--- src/rtl/bp_out_weight_update.sv ---
// bp_out_weight_update
// Output-layer backprop engine. It first reads the N_OUT output activations
// from SRAM and forms delta_k = t_k - y_k. It then read-modify-writes every
// hidden->output weight (hidden-major) with w' = sat8(w + ((delta_k*h_j) >>> LR_SHIFT)).
//
// Ports:
//   clk, reset           clock, synchronous active-high reset
//   run / fin            advance enable (low = pause) / sticky done flag
//   sram_*               shared SRAM bus: address, write data, read data,
//                        tristate drive enable, active-low cs/we/oe strobes
//   t_addr / t           target index out, target value in (one cycle later)
//   hid_addr / hid_act   hidden index out, hidden activation in (one cycle later)
module bp_out_weight_update #(
    parameter int          N_H               = 4,
    parameter int          N_OUT             = 3,
    parameter logic [16:0] ADDR_WO_START     = 17'h00100,
    parameter logic [16:0] ADDR_OUTPUT_START = 17'h00200,
    parameter int          LR_SHIFT          = 8,
    localparam int         KW                = (N_OUT > 1) ? $clog2(N_OUT) : 1,
    localparam int         JW                = (N_H > 1) ? $clog2(N_H) : 1
) (
    input  logic          clk,
    input  logic          reset,
    input  logic          run,
    output logic          fin,
    input  logic [7:0]    sram_read_data,
    output logic [7:0]    sram_write_data,
    output logic [16:0]   sram_addr,
    output logic          sram_data_output_en,
    output logic          sram_cs_n,
    output logic          sram_we_n,
    output logic          sram_oe_n,
    input  logic [7:0]    t,
    output logic [KW-1:0] t_addr,
    input  logic [7:0]    hid_act,
    output logic [JW-1:0] hid_addr
);

    typedef enum logic [2:0] {
        S_IDLE, S_D_WAIT, S_D_CALC, S_W_WAIT, S_W_CALC, S_W_WR, S_W_NEXT, S_DONE
    } state_t;

    state_t           state_q, state_d;
    logic             fin_q, fin_d;
    logic [7:0]       wdata_q, wdata_d;
    logic [16:0]      addr_q, addr_d;
    logic             de_q, de_d;
    logic             cs_n_q, cs_n_d;
    logic             we_n_q, we_n_d;
    logic             oe_n_q, oe_n_d;
    logic [KW-1:0]    t_addr_q, t_addr_d;
    logic [JW-1:0]    hid_addr_q, hid_addr_d;  // doubles as hidden index j
    logic [KW-1:0]    k_q, k_d;                // output index in the weight phase
    logic signed [8:0] delta_q [N_OUT];
    logic signed [8:0] delta_d [N_OUT];

    // Weight update datapath. 18 bits holds delta*h (|p| <= 65025) and w + u
    // without overflow, so saturation is a simple range compare.
    logic signed [8:0]  dsel;
    logic signed [17:0] prod, upd, sum;
    logic [7:0]         w_new;
    logic               last_k, last_j;

    assign dsel  = delta_q[k_q];
    assign prod  = $signed({{9{dsel[8]}}, dsel}) * $signed({10'b0, hid_act});
    assign upd   = prod >>> LR_SHIFT;
    assign sum   = $signed({{10{sram_read_data[7]}}, sram_read_data}) + upd;
    assign w_new = (sum > 18'sd127)  ? 8'h7f :
                   (sum < -18'sd128) ? 8'h80 : sum[7:0];

    assign last_k = (k_q == KW'(N_OUT - 1));
    assign last_j = (hid_addr_q == JW'(N_H - 1));

    always_comb begin
        state_d    = state_q;
        fin_d      = fin_q;
        wdata_d    = wdata_q;
        addr_d     = addr_q;
        de_d       = de_q;
        cs_n_d     = cs_n_q;
        we_n_d     = we_n_q;
        oe_n_d     = oe_n_q;
        t_addr_d   = t_addr_q;
        hid_addr_d = hid_addr_q;
        k_d        = k_q;
        delta_d    = delta_q;

        // run low freezes every register, strobes included
        if (run) begin
            case (state_q)
                S_IDLE: begin
                    if (!fin_q) begin
                        addr_d   = ADDR_OUTPUT_START;
                        k_d      = '0;
                        t_addr_d = '0;
                        oe_n_d   = 1'b0;
                        we_n_d   = 1'b1;
                        cs_n_d   = 1'b0;
                        state_d  = S_D_WAIT;
                    end
                end
                S_D_WAIT: state_d = S_D_CALC;
                S_D_CALC: begin
                    delta_d[k_q] = $signed({1'b0, t}) - $signed({1'b0, sram_read_data});
                    if (last_k) begin
                        addr_d     = ADDR_WO_START;
                        k_d        = '0;
                        hid_addr_d = '0;
                        t_addr_d   = '0;
                        state_d    = S_W_WAIT;
                    end else begin
                        k_d      = k_q + 1'b1;
                        t_addr_d = t_addr_q + 1'b1;
                        addr_d   = addr_q + 17'd1;
                        state_d  = S_D_WAIT;
                    end
                end
                S_W_WAIT: state_d = S_W_CALC;
                S_W_CALC: begin
                    wdata_d = w_new;
                    de_d    = 1'b1;
                    we_n_d  = 1'b0;
                    state_d = S_W_WR;
                end
                S_W_WR: begin
                    we_n_d  = 1'b1;
                    state_d = S_W_NEXT;
                end
                S_W_NEXT: begin
                    de_d    = 1'b0;
                    wdata_d = 8'h00;
                    if (last_j && last_k) begin
                        state_d = S_DONE;
                    end else if (last_k) begin
                        k_d        = '0;
                        hid_addr_d = hid_addr_q + 1'b1;
                        addr_d     = addr_q + 17'd1;
                        state_d    = S_W_WAIT;
                    end else begin
                        k_d     = k_q + 1'b1;
                        addr_d  = addr_q + 17'd1;
                        state_d = S_W_WAIT;
                    end
                end
                S_DONE: begin
                    fin_d   = 1'b1;
                    addr_d  = '0;
                    state_d = S_IDLE;
                end
                default: state_d = S_IDLE;
            endcase
        end
    end

    always_ff @(posedge clk) begin
        if (reset) begin
            state_q    <= S_IDLE;
            fin_q      <= 1'b0;
            wdata_q    <= 8'h00;
            addr_q     <= '0;
            de_q       <= 1'b0;
            cs_n_q     <= 1'b0;
            we_n_q     <= 1'b1;
            oe_n_q     <= 1'b0;
            t_addr_q   <= '0;
            hid_addr_q <= '0;
            k_q        <= '0;
            for (int i = 0; i < N_OUT; i++) delta_q[i] <= '0;
        end else begin
            state_q    <= state_d;
            fin_q      <= fin_d;
            wdata_q    <= wdata_d;
            addr_q     <= addr_d;
            de_q       <= de_d;
            cs_n_q     <= cs_n_d;
            we_n_q     <= we_n_d;
            oe_n_q     <= oe_n_d;
            t_addr_q   <= t_addr_d;
            hid_addr_q <= hid_addr_d;
            k_q        <= k_d;
            for (int i = 0; i < N_OUT; i++) delta_q[i] <= delta_d[i];
        end
    end

    assign fin                 = fin_q;
    assign sram_write_data     = wdata_q;
    assign sram_addr           = addr_q;
    assign sram_data_output_en = de_q;
    assign sram_cs_n           = cs_n_q;
    assign sram_we_n           = we_n_q;
    assign sram_oe_n           = oe_n_q;
    assign t_addr              = t_addr_q;
    assign hid_addr            = hid_addr_q;

endmodule

--- config.mk ---
export PLATFORM = sky130hd
export DESIGN_NAME = bp_out_weight_update
export DESIGN_NICKNAME = d
export VERILOG_FILES = /design/src/rtl/bp_out_weight_update.sv
export SDC_FILE = /design/constraint.sdc
export NUM_CORES = 1
export LEC_CHECK = 0
export CAP_MARGIN = 40
export CORE_MARGIN = 2
export CORE_UTILIZATION = 54
export DETAILED_ROUTE_END_ITERATION = 10
export PLACE_DENSITY = 0.76
export SYNTH_ARGS = -nofsm -noshare
export SYNTH_HDL_FRONTEND = slang
export SYNTH_SLANG_ARGS = --single-unit
--- constraint.sdc ---
create_clock -name clk -period 10.7 [get_ports clk]
set_input_delay 3.21 -clock clk [delete_from_list [all_inputs] [get_ports clk]]
set_output_delay 3.21 -clock clk [all_outputs]
set_load 0.01 [all_outputs]
==> Flow_metrics.wiki <==
{| class="wikitable"
! Metric !! Value
|-
| Result of the run || finished clean
|-
| Min-delay worst type || flop to flop
|-
| Most frequent cell after synthesis || nand2_1
|-
| Count of instances resized after the clock tree is built || 0
|-
| Post-Syn Instances || 756
|-
| Synth Cell Area || 6307 um2
|-
| Fraction of final layout cells sized beyond drive strength 1 || 3.856%
|-
| Post-layout nets || 941
|-
| Post-synthesis register bit count || 64
|-
| I/O Pins || 61
|-
| Minimum period implied by the final worst setup slack || 9.927 ns
|-
| Total Routing Usage GR || 23.55%
|-
| Post-place instance area || 6979 um2
|-
| Master cell of the clock root buffer || clkbuf_16
|-
| Top cells by area, synth || dfxtp_1, fa_1, ha_1, nand2_1, inv_1
|-
| Minimum setup slack after placement || 0.4502 ns
|-
| Avg WL per Cell || 15.08 um
|-
| Leakage dissipation || 3.271 nW
|-
| Vias in the first global route || 5320
|-
| Final Instance Count excl. Fillers || 947
|-
| H-tree depth || 3
|-
| Initial core utilization || 55.24%
|-
| Final-report hold violation count || 0
|-
| Final total negative setup slack || 0 ns
|-
| Kind of cell adding the most delay to the critical path || adder cells
|-
| Antenna fix cells || 0
|-
| Area share of the largest cell type after synthesis || 20.31%
|-
| Area growth from synthesis to layout || 15.51%
|-
| Cell taking the most area after synthesis || dfxtp_1
|-
| Inserted Clock Buffers || 9
|-
| Arrival time at the worst endpoint || 10.14 ns
|-
| Total wire length after detailed routing || 14.29 mm
|-
| CP startpoint kind || primary input
|-
| Fmax || 100.7 MHz
|-
| TritonCTS clock tree || done
|-
| Top flip-flop cell by instance count after synthesis || dfxtp_1
|-
| 1st-pass router iterations || 7
|-
| Number of violations reported at the end of detailed-routing iteration 0 || 341
|-
| Maximum clock path buffer count || 2
|-
| CTS sink count || 64
|-
| Pwr per Cell Area || 90.00 nW/um2
|-
| Residual antenna-violating net count after detailed routing || 0
|-
| Antenna violations before repair || 0
|-
| Core Rows || 39
|-
| Mapped Avg Cell Area || 8.343 um2
|-
| Highest net fanout along the worst path || 9
|-
| Period utilization || 92.78%
|-
| Worst voltage drop across the vdd grid || 0.1100 mV
|-
| Capturing element type of the critical path || flop
|-
| Drc violations || 0
|-
| Cell Chain, Critical Path || clkdlybuf4s50_1 > nand2_1 > fa_1 > inv_1 > fa_1 > inv_1 > fa_1 > inv_1 > fa_1 > ha_1 > or3_1 > a41oi_2 > o21ai_2 > a41o_1 > o41ai_4 > mux2i_1 > a2111oi_2 > ha_1 > inv_1 > a211oi_1 > or4b_1 > a32o_1 > nor3b_4 > a221o_1
|-
| Number of enable-type register cells in the synthesized netlist || 0
|-
| Clk_skew || 0.01075 ns
|-
| Global placer's final weighted congestion || 0.8673
|-
| Final number of setup-violating endpoints || 0
|-
| # Max-Cap Violations || 0
|-
| Area of all placed cells without fillers || 7286 um2
|-
| Via count normalized by instance count || 5.563
|-
| Setup repair after global routing missed its margin || false
|-
| Placed wire-length estimate || 11.21 mm
|-
| Global route total overflow || 0
|-
| Final Max Slew Viols || 0
|-
| Cell at the slowest stage of the critical path || clkdlybuf4s50_1
|-
| Clock latency at the later pin of the worst-skew pair || 0.33 ns
|-
| Count of different cell masters after synthesis || 63
|-
| Wire length of the first global-routing pass || 24.57 mm
|-
| Area enclosed by the die boundary || 12560 um2
|-
| Share of flip-flops with an asynchronous set or reset || 0%
|-
| Actual slew at the worst max-slew pin || 0.9218 ns
|-
| Number of input and output port buffers inserted || 58
|-
| Slowest Stage Delay on Critical Path || 0.63 ns
|-
| Cells after DPL || 931
|-
| CTS hold repair buffers || 0
|-
| Number of warnings reported in the yosys synthesis log || 0
|-
| Type of the worst setup path || primary input to flop
|-
| Die span in y || 112.1 um
|-
| Pin count of the biggest net entering global routing || 56
|-
| Vias || 5268
|-
| Buffer and inverter count on the worst path || 5
|-
| Die width || 112.1 um
|-
| Buffers inserted during post-CTS setup optimization || 0
|-
| Required arrival time at the worst endpoint || 10.91 ns
|-
| Setup WS post-layout || 0.7726 ns
|-
| Synth cell count leaders || nand2_1, inv_1, dfxtp_1
|-
| Relative slew slack || 38.46%
|-
| Proportion of synthesized chip area in sequential cells || 20.31%
|-
| Clock slew seen by the registers of the worst setup and hold paths || 0.06 ns
|-
| Floorplan Core Area || 11420 um2
|}
[path summary, 6_finish.rpt]
| kind | from | slack (ns) | end | depth (start not counted) |
|---|---|---|---|---|
| min reg2reg | delta_q[2]$_SDFFE_PP0P_ | 0.45 | delta_q[2]$_SDFFE_PP0P_ | 2 |
| max reg2reg | k_q[0]$_SDFFE_PP0P_ | 2.63 | sram_write_data[6]$_SDFFE_PP0P_ | 25 |
| max | hid_act[2] | 0.77 | sram_write_data[6]$_SDFFE_PP0P_ | 24 |
| min | delta_q[2]$_SDFFE_PP0P_ | 0.45 | delta_q[2]$_SDFFE_PP0P_ | 2 |
[report_power, final]
group	switching [mW]	total [mW]	leakage [nW]	internal (mW)
registers	0.00420	0.245	0.516	0.241
clock network	0.107	0.294	0.145	0.187
logic	0.0676	0.116	2.61	0.0488
total	0.179	0.656	3.27	0.477
[layer usage]
layer  up-vias  wire length, um  GRT usage [%]
met2       134             7031          41.05
met1      2539             6471          31.13
li1       2583                -              -
met3        12              646          4.536
met4         0              136          4.146
met5         -                0              0
[kinds of logic (layout without fill, tap and decap cells)]
logic type	count (synthesis)	in the layout	share of synthesized area, %
buffers and inverters	126	173	7.756
multiplexers	10	10	1.587
AND/OR/NAND/NOR	283	283	22.50
other	1	2	0.05945
adder cells (fa/ha/maj)	115	115	30.07
flip-flops	64	64	20.31
AO/OA/AOI/OAI	127	127	13.55
XOR/XNOR	30	30	4.166
[cells in the final DEF (no fill, tap or decap), types with 4 or more instances in the layout]
cell / instances
a221o_1: 5
a211oi_1: 9
fa_1: 61
o21ai_0: 22
nand2_1: 100
a31oi_1: 6
ha_1: 54
nand4b_1: 5
o211ai_1: 5
and2_1: 42
or3_1: 5
o22ai_1: 6
clkdlybuf4s50_1: 57
nand4_1: 6
nor2b_1: 10
nor2_1: 57
nand2b_1: 10
inv_1: 96
xnor2_1: 15
a22oi_1: 4
nand3b_1: 10
dfxtp_1: 64
mux2i_1: 10
nor3_1: 7
a21oi_1: 38
a21o_1: 7
clkbuf_16: 9
nand3_1: 12
xor2_1: 15
[through the flow]
stage          power, mW  utilization (%)  hold WS [ns]
5_1_grt           0.6841            63.81        0.4737
4_1_cts           0.6587            63.81        0.4557
3_5_place_dp      0.3645            61.12        0.4478
2_1_floorplan     0.3294                -        0.4357
3_3_place_gp      0.3607            60.88        0.4411
6_report          0.6557            63.81        0.4504
[worst reg2reg max path: stages, from the launching register on]
cell	delay, ns
dfxtp_1	0.92
nand2_1	0.14
o22ai_1	0.57
nand2_1	0.17
fa_1	0.56
inv_1	0.06
fa_1	0.50
inv_1	0.05
fa_1	0.47
inv_1	0.06
fa_1	0.47
ha_1	0.22
or3_1	0.37
a41oi_2	0.24
o21ai_2	0.12
a41o_1	0.31
o41ai_4	0.31
mux2i_1	0.15
a2111oi_2	0.40
ha_1	0.34
inv_1	0.12
a211oi_1	0.07
or4b_1	0.54
a32o_1	0.29
nor3b_4	0.18
a221o_1	0.34
[final cells by class]
class | count | area [um2]
fill | 993 | 4133
inverter | 96 | 360.3
sequential | 64 | 1281
clock inverter | 6 | 67.56
clock buffer | 10 | 239.0
timing repair buffer | 61 | 618.1
multi-input combinational | 567 | 4541
tap | 143 | 178.9
[flip-flops by register name (all words and copies together) (netlist names)]
signal and count:
sram_data_output_en 1, sram_we_n 1, state_q 3, fin 1, sram_addr 17, hid_addr 2
sram_write_data 8, t_addr 2, delta_q 27, k_q 2
Note: power is estimated with default switching activity, not from simulation.
